===== src/rtl/rf_write_ctrl_if.sv =====
// Write-back request handshake from the datapath into rf_write_ctrl.
interface rf_write_ctrl_if #(
  parameter int DATA_WIDTH = 32,
  parameter int ADDR_WIDTH = 5
);
  logic                  req_valid;
  logic                  req_ready;
  logic [ADDR_WIDTH-1:0] req_addr;
  logic [DATA_WIDTH-1:0] req_data;

  modport master (output req_valid, req_addr, req_data, input req_ready);
  modport slave  (input req_valid, req_addr, req_data, output req_ready);
endinterface


===== src/rtl/rf_write_ctrl.sv =====
// Register-file write-port driver: clears r1..rN after reset, then drains a small write-back FIFO.
// Optional pending-write forwarding enabled by defining RF_WRITE_FWD_EN.
module rf_write_ctrl #(
  parameter int DATA_WIDTH = 32,
  parameter int ADDR_WIDTH = 5,
  parameter int FIFO_DEPTH = 4
) (
  input  logic                          clk,
  input  logic                          rst,
  rf_write_ctrl_if.slave                req,
  input  logic                          wb_hold,
  input  logic                          flush,
  output logic                          rf_wen,
  output logic [ADDR_WIDTH-1:0]         rf_waddr,
  output logic [DATA_WIDTH-1:0]         rf_wdata,
  input  logic [ADDR_WIDTH-1:0]         fwd_addr,
  output logic                          fwd_hit,
  output logic [DATA_WIDTH-1:0]         fwd_data,
  output logic                          init_done,
  output logic [$clog2(FIFO_DEPTH):0]   pending_cnt
);
  localparam int PW = $clog2(FIFO_DEPTH);

  typedef enum logic {INIT, RUN} state_t;

  state_t                state;
  logic [ADDR_WIDTH-1:0] init_cnt;
  logic [ADDR_WIDTH-1:0] q_addr [FIFO_DEPTH];
  logic [DATA_WIDTH-1:0] q_data [FIFO_DEPTH];
  logic [PW-1:0]         rd_ptr, wr_ptr;
  logic [PW:0]           count;
  logic                  empty, full, push, pop;

  assign empty       = (count == '0);
  assign full        = (count == (PW+1)'(FIFO_DEPTH));
  assign pending_cnt = count;

  always_comb begin
    req.req_ready = 1'b0;
    rf_wen        = 1'b0;
    rf_waddr      = '0;
    rf_wdata      = '0;
    init_done     = 1'b0;
    if (state == INIT) begin
      rf_wen   = 1'b1;
      rf_waddr = init_cnt;
    end else begin
      init_done     = 1'b1;
      req.req_ready = !full && !flush;
      rf_wen        = !empty && !wb_hold;
      if (!empty) begin
        rf_waddr = q_addr[rd_ptr];
        rf_wdata = q_data[rd_ptr];
      end
    end
  end

  // Writes to r0 are accepted but never occupy a slot.
  assign push = req.req_valid && req.req_ready && (req.req_addr != '0);
  assign pop  = (state == RUN) && rf_wen;

  always_ff @(posedge clk) begin
    if (rst) begin
      state    <= INIT;
      init_cnt <= ADDR_WIDTH'(1);
      rd_ptr   <= '0;
      wr_ptr   <= '0;
      count    <= '0;
    end else if (state == INIT) begin
      init_cnt <= init_cnt + ADDR_WIDTH'(1);
      if (init_cnt == '1) state <= RUN;
    end else if (flush) begin
      rd_ptr <= '0;
      wr_ptr <= '0;
      count  <= '0;
    end else begin
      if (push) wr_ptr <= wr_ptr + PW'(1);
      if (pop)  rd_ptr <= rd_ptr + PW'(1);
      count <= count + (PW+1)'(push) - (PW+1)'(pop);
    end
  end

  always_ff @(posedge clk) begin
    if (!rst && state == RUN && !flush && push) begin
      q_addr[wr_ptr] <= req.req_addr;
      q_data[wr_ptr] <= req.req_data;
    end
  end

`ifdef RF_WRITE_FWD_EN
  // Scan oldest to youngest so the last match wins.
  always_comb begin
    fwd_hit  = 1'b0;
    fwd_data = '0;
    for (int unsigned i = 0; i < FIFO_DEPTH; i++) begin
      if (((PW+1)'(i) < count) && (fwd_addr != '0) &&
          (q_addr[rd_ptr + PW'(i)] == fwd_addr)) begin
        fwd_hit  = 1'b1;
        fwd_data = q_data[rd_ptr + PW'(i)];
      end
    end
  end
`else
  logic unused_fwd_addr;
  assign unused_fwd_addr = ^fwd_addr;
  assign fwd_hit         = 1'b0;
  assign fwd_data        = '0;
`endif
endmodule


===== src/flat_wrapper.sv =====
// flat-port wrapper written by rule: the top's interface ports become plain ports
module rf_write_ctrl_flat 
#(
  parameter int DATA_WIDTH = 32,
  parameter int ADDR_WIDTH = 5,
  parameter int FIFO_DEPTH = 4
)
  (clk, rst, wb_hold, flush, rf_wen, rf_waddr, rf_wdata, fwd_addr, fwd_hit, fwd_data, init_done, pending_cnt, req_req_valid, req_req_addr, req_req_data, req_req_ready);
  rf_write_ctrl_if #(.DATA_WIDTH(DATA_WIDTH), .ADDR_WIDTH(ADDR_WIDTH)) req_i ();
  input  logic clk;
  input  logic rst;
  input  logic wb_hold;
  input  logic flush;
  output logic rf_wen;
  output logic [ADDR_WIDTH-1:0] rf_waddr;
  output logic [DATA_WIDTH-1:0] rf_wdata;
  input  logic [ADDR_WIDTH-1:0] fwd_addr;
  output logic fwd_hit;
  output logic [DATA_WIDTH-1:0] fwd_data;
  output logic init_done;
  output logic [$clog2(FIFO_DEPTH):0] pending_cnt;
  input wire logic [$bits(req_i.req_valid)-1:0] req_req_valid;
  input wire logic [$bits(req_i.req_addr)-1:0] req_req_addr;
  input wire logic [$bits(req_i.req_data)-1:0] req_req_data;
  output wire logic [$bits(req_i.req_ready)-1:0] req_req_ready;
  assign req_i.req_valid = req_req_valid;
  assign req_i.req_addr = req_req_addr;
  assign req_i.req_data = req_req_data;
  assign req_req_ready = req_i.req_ready;
  rf_write_ctrl #(.DATA_WIDTH(DATA_WIDTH), .ADDR_WIDTH(ADDR_WIDTH), .FIFO_DEPTH(FIFO_DEPTH)) u_core (.clk(clk), .rst(rst), .req(req_i), .wb_hold(wb_hold), .flush(flush), .rf_wen(rf_wen), .rf_waddr(rf_waddr), .rf_wdata(rf_wdata), .fwd_addr(fwd_addr), .fwd_hit(fwd_hit), .fwd_data(fwd_data), .init_done(init_done), .pending_cnt(pending_cnt));
endmodule

===== config.mk =====
export PLATFORM = sky130hd
export DESIGN_NAME = rf_write_ctrl_flat
export DESIGN_NICKNAME = d
export VERILOG_FILES = /design/src/rtl/rf_write_ctrl_if.sv /design/src/rtl/rf_write_ctrl.sv /design/src/flat_wrapper.sv
export SDC_FILE = /design/constraint.sdc
export NUM_CORES = 1
export LEC_CHECK = 0
export CAP_MARGIN = 40
export CORE_AREA = 2 2 123 125
export CTS_CLUSTER_DIAMETER = 40
export CTS_CLUSTER_SIZE = 28
export DETAILED_ROUTE_END_ITERATION = 10
export DIE_AREA = 0 0 125 127
export PLACE_DENSITY = 0.81
export SETUP_SLACK_MARGIN = 0.3
export SYNTH_ARGS = -nofsm -noshare
export SYNTH_HDL_FRONTEND = slang
export SYNTH_SLANG_ARGS = --single-unit

===== constraint.sdc =====
create_clock -name clk -period 4.3 [get_ports clk]
set_clock_uncertainty 0.05 [all_clocks]
set_input_delay 0.43 -clock clk [delete_from_list [all_inputs] [get_ports clk]]
set_output_delay 0.43 -clock clk [all_outputs]
set_load 0.005 [all_outputs]

### Word level (Yosys, flattened, before mapping)

Memory sizes are Yosys's and may differ from the RTL's. A register that Yosys moved wholly into a read port is not among the register bits.
Index checks and enable logic that the tools add are counted.

* bits in registers: 13
* memory bits (writable): 148
* bits of input ports: 47
* memories: 2

Memory list
* u_core.q_data: depth 4, bits a word 32, rd ports 1, clocked after Yosys merged registers in 1, wr ports 1, RTL line rf_write_ctrl.sv:29 `logic [DATA_WIDTH-1:0] q_data [FIFO_DEPTH];`
* u_core.q_addr: depth 4, bits a word 5, rd ports 1, clocked after Yosys merged registers in 1, wr ports 1, RTL line rf_write_ctrl.sv:28 `logic [ADDR_WIDTH-1:0] q_addr [FIFO_DEPTH];`

* add/sub/neg operators: 5
* equality and inequality tests: 2
* mux-type cells: 20
* reductions and logical operators: 19

Operators by type and width (number)
* 32-bit 2-to-1 mux: 2
* 2-bit 2-to-1 mux: 8
* 5-bit 2-to-1 mux: 2
* 1-bit logical AND: 8
* 1-bit 2-to-1 mux: 7
* 5-bit by 1-bit adder with 5-bit output (second input constant): 1
* 5-bit == test (second input constant): 1
* 1-bit logical NOT: 5
* 5-bit nonzero test: 1
* 2-bit by 1-bit adder with 2-bit output (second input constant): 2
* 2-bit AND reduction: 2
* 2-bit nonzero test: 2
* 3-bit by 1-bit adder with 3-bit output: 1
* 3-bit == test (second input constant): 1
* 3-bit logical NOT: 1
* 3-bit 2-to-1 mux: 1
* 3-bit by 1-bit subtractor with 3-bit output: 1

### Logic depth before layout (Yosys ltp)

* depth in word-level cells: 9
* gate-level depth with buffers: 12

### Worst setup path before layout

Ideal clock, no wire load.

* path kind: input to register
* start: in flush
* end: mem u_core.q_addr[1][0] (enable)
* arrival time: 3881 ps
* slack: -116 ps
* stages: 4
* path buffers: 0
* path through: nand2b_1 -> a21oi_1 -> o211ai_4 -> nor3b_1

* word-level cells in the longest chain between the ends: 8

Ends and longest elaborated chain
* from (decl): RTL line flat_wrapper.sv:13 `input logic flush;`
* 1-bit logical NOT: RTL line rf_write_ctrl.sv:49 `req.req_ready = !full && !flush;`
* 1-bit logical AND: RTL line rf_write_ctrl.sv:49
* 1-bit 2-to-1 mux: RTL line rf_write_ctrl.sv:44 `if (state == INIT) begin`
* net req_req_ready: RTL line flat_wrapper.sv:25 `output wire logic [$bits(req_i.req_ready)-1:0] req_req_ready;`
* 1-bit logical AND (2 in series): RTL line rf_write_ctrl.sv:59 `assign push = req.req_valid && req.req_ready && (req.req_addr != '0);`
* 1-bit logical AND: RTL line rf_write_ctrl.sv:84 `if (!rst && state == RUN && !flush && push) begin`
* 1-bit 2-to-1 mux: RTL line rf_write_ctrl.sv:84
* 1-bit 2-to-1 mux (implied by the code): RTL line rf_write_ctrl.sv:85 `q_addr[wr_ptr] <= req.req_addr;`
* to (decl): RTL line rf_write_ctrl.sv:28

The timed path passes the listed nets, and every way through them passes these cells.

==> impl_metrics.py <==
metrics = {
    "layout": {
        "fillCellCount": 1089,
        "post-route-util": 0.5743,
        "final_cells": 658,
        "syn_to_final_growth_pct": 24.04,
        "nets": 517,
        "layout-drive-gt1-share": 0.1857,
        "num_antenna_cells": 0,
        "design_area_mm2": 0.008283,
    },
    "worst_hold_path": {
        "hold_path_class": "flop to flop",
    },
    "drt": {
        "wl_per_cell_um": 18.55,
        "routed_via_density": 5.150,
        "ant_nets": 0,
        "drt_iter0_markers": 200,
        "dr.pass1.iters": 4,
        "vias": 3389,
        "totalWireLength_um": 12200,
        "drcViolationCount": 0,
    },
    "global_routing": {
        "overflow": 0,
        "use_met1": 0.1939,
        "antenna_found_initial": 0,
        "top_usage_layer": "met2",
        "grt_max_degree": 39,
        "grt_pass1_vias": 3529,
        "groute.usage.overall": 0.1610,
        "use_met2": 0.2708,
        "use_met3": 0.05276,
        "grt_pass1_wl_um": 19130,
    },
    "floorplanning": {
        "initial_core_util": 0.4630,
        "chipHeight_um": 127,
        "core_mm2": 0.01442,
        "die-area_mm2": 0.01588,
        "io_pins": 123,
        "num_rows": 44,
        "fp.dieW_um": 125,
    },
    "synthesis": {
        "synth_top_area_frac": 0.6655,
        "synth_most_common_cell": "edfxtp_1",
        "synth_compound_area_frac": 0.01724,
        "synthMuxAreaShare": 0.1323,
        "ys_ff_latch": 163,
        "yosysWarningCount": 0,
        "synth_top_family_by_area": "multiplexers",
        "yosysUniqueCellTypes": 34,
        "post_synth.cell_area_avg_um2": 18.35,
        "ys_seq_area_frac": 0.7105,
        "synth_adder_area_share": 0.01799,
        "synth-main-ff-cell": "edfxtp_1",
        "synth_area_leader_cell": "edfxtp_1",
        "ys_top_cells_by_count": "148 x edfxtp_1, 38 x buf_4, 37 x mux4_2, 30 x nor2b_1, 15 x dfxtp_1",
        "ys_top_cells_by_area": "edfxtp_1 67%, mux4_2 12%, dfxtp_1 4.5%",
        "syn-cell-area_mm2": 0.006678,
        "ys_async_sr_fraction": 0,
        "synth_xor_area_frac": 0.006558,
        "synth_edf_count": 148,
        "yosys.area_share.simple": 0.05846,
        "synthCells": 364,
    },
    "job": {
        "max_cap_violations": 0,
    },
    "sta": {
        "finalCritPeriodShare": 0.7123,
        "slew_headroom": 0.4694,
        "hold_slack_ps": 477.1,
        "final_max_slew_viol_count": 0,
        "rsz0062_at_grt": "false",
        "setup_viol": 0,
        "fin_setup_tns_ps": 0,
        "tightest_slew_ps": 793.3,
        "worst_slack_ps": 1237,
        "hold_viol": 0,
        "fmax_mhz": 326.5,
        "period_needed_ps": 3063,
    },
    "clock_network": {
        "numCtsBuffers": 17,
        "cts_htree_levels": 4,
        "clockBufferDepth": 2,
        "cts.sinks": 163,
        "clk_pin_slew_ps": 60,
        "post_cts_resized": 0,
        "cts_tree": "yes",
        "post_cts_buffers": 0,
        "clk_latency_ps": 420,
        "root_buffer": "clkbuf_16",
        "cts_hold_buf": 0,
    },
    "placement": {
        "pre_cts_ws_ps": 1246,
        "place_area_mm2": 0.007676,
        "placed_cells": 626,
        "routabilityCongestion": 0.7035,
        "numPortBuffers": 84,
        "post-dp-hpwl_um": 7535,
    },
    "worst_setup_path": {
        "crit_family": "buffers and inverters",
        "arrival_ps": 2580,
        "required_ps": 3820,
        "path_buf_inv": 2,
        "worstSetupStartpointType": "flop",
        "crit_chain": "buf_4, mux4_2, nor2b_1, clkdlybuf4s50_1",
        "crit_slowest_cell": "mux4_2",
        "path_class": "flop to output pin",
        "crit_path_max_fanout": 37,
        "slowest_delay_ps": 600,
        "critPathCaptureType": "output pin",
    },
    "pwr": {
        "peakVddDrop_mv": 0.3428,
        "p_int_mw": 2.697,
        "power_density_mw_per_mm2": 403.4,
        "p_sw_frac": 0.1930,
        "power_frac_clock": 0.456,
        "power_frac_seq": 0.519,
        "combPwrFrac": 0.025,
        "finalPower_mw": 3.342,
        "switchingPower_mw": 0.6449,
        "p_leak_nw": 2.736,
    },
    "outcome": {
        "status": "finished, final reports clean",
    },
}
==> tightest hold or removal path: cells and delay by family (launching register included) <==
kind / cells / cell delay, ps
flops: 1 / 340
compound gates: 1 / 70
simple gates: 1 / 70
==> power by group through the flow <==
stage	Clock, mW	Combinational, mW	Sequential [mW]
2_1_floorplan	0	0.0427	1.77
3_3_place_gp	0	0.0786	1.77
3_5_place_dp	0	0.0833	1.77
4_1_cts	1.56	0.0838	1.73
5_1_grt	1.61	0.0921	1.73
6_report	1.53	0.0837	1.73
==> cell families after synthesis <==
group           Yosys count
flops                   163
simple gates             68
buf+inv                  62
mux                      41
compound gates           15
fa+ha+maj                 9
xor+xnor                  5
other cells               1
==> area by class of cell <==
type | instances | area, um2 | area share
flip-flops and latches | 163 | 4747 | 0.5731
multi-input cells | 171 | 1710 | 0.2065
repair buffers | 94 | 935.9 | 0.1130
clock buffers | 18 | 429.2 | 0.05181
well taps | 184 | 230.2 | 0.02779
clock inverters | 14 | 177.7 | 0.02145
inverters | 14 | 52.55 | 0.006344
==> sequential cells by signal, summed over array words and instances, names as in the netlist, named ones only <==
signal and flops:
u_core.q_data 128, u_core.q_addr 20, u_core.init_cnt 5, u_core.pending_cnt 3
u_core.rd_ptr 2, u_core.wr_ptr 2, u_core.state 1
==> per-layer routing <==
layer,up-vias,part of all wire
li1,1522,-
met1,1718,0.41
met2,129,0.51
met3,20,0.065
met4,0,0.017
met5,-,0
==> cell usage in the layout, fill, tap and decap left out, types with 2 or more instances in the layout <==
cell type,synthesis,routed
nand2b_1,2,2
clkdlybuf4s50_1,0,84
mux2i_1,2,2
dfxtp_2,0,2
bufinv_16,0,3
and2b_1,5,5
ha_1,8,8
mux4_2,37,37
clkinv_4,0,3
inv_6,0,3
nor3_1,4,4
xnor2_1,3,3
a21oi_1,4,4
clkbuf_16,0,17
dfxtp_1,15,13
conb_1,1,33
o21ai_0,2,2
edfxtp_1,148,148
nor2b_1,30,30
nand2_1,4,4
clkinvlp_4,0,2
xor2_1,2,2
nor3b_2,0,4
o2bb2ai_1,4,4
inv_1,14,14
mux2_4,2,2
o22ai_1,2,2
buf_4,38,9
nor2_1,14,14
==> path summary, 6_finish.rpt <==
kind              slack [ps]  cells after the start                     to              from
setup / recovery        1240                      4            rf_wdata[3]              flop
hold / removal           480                      2                   flop  u_core.rd_ptr[0]
setup reg to reg        1260                     12  u_core.pending_cnt[2]      u_core.state
hold reg to reg          480                      2                   flop  u_core.rd_ptr[0]
Note: power is estimated with default switching activity, not from simulation.
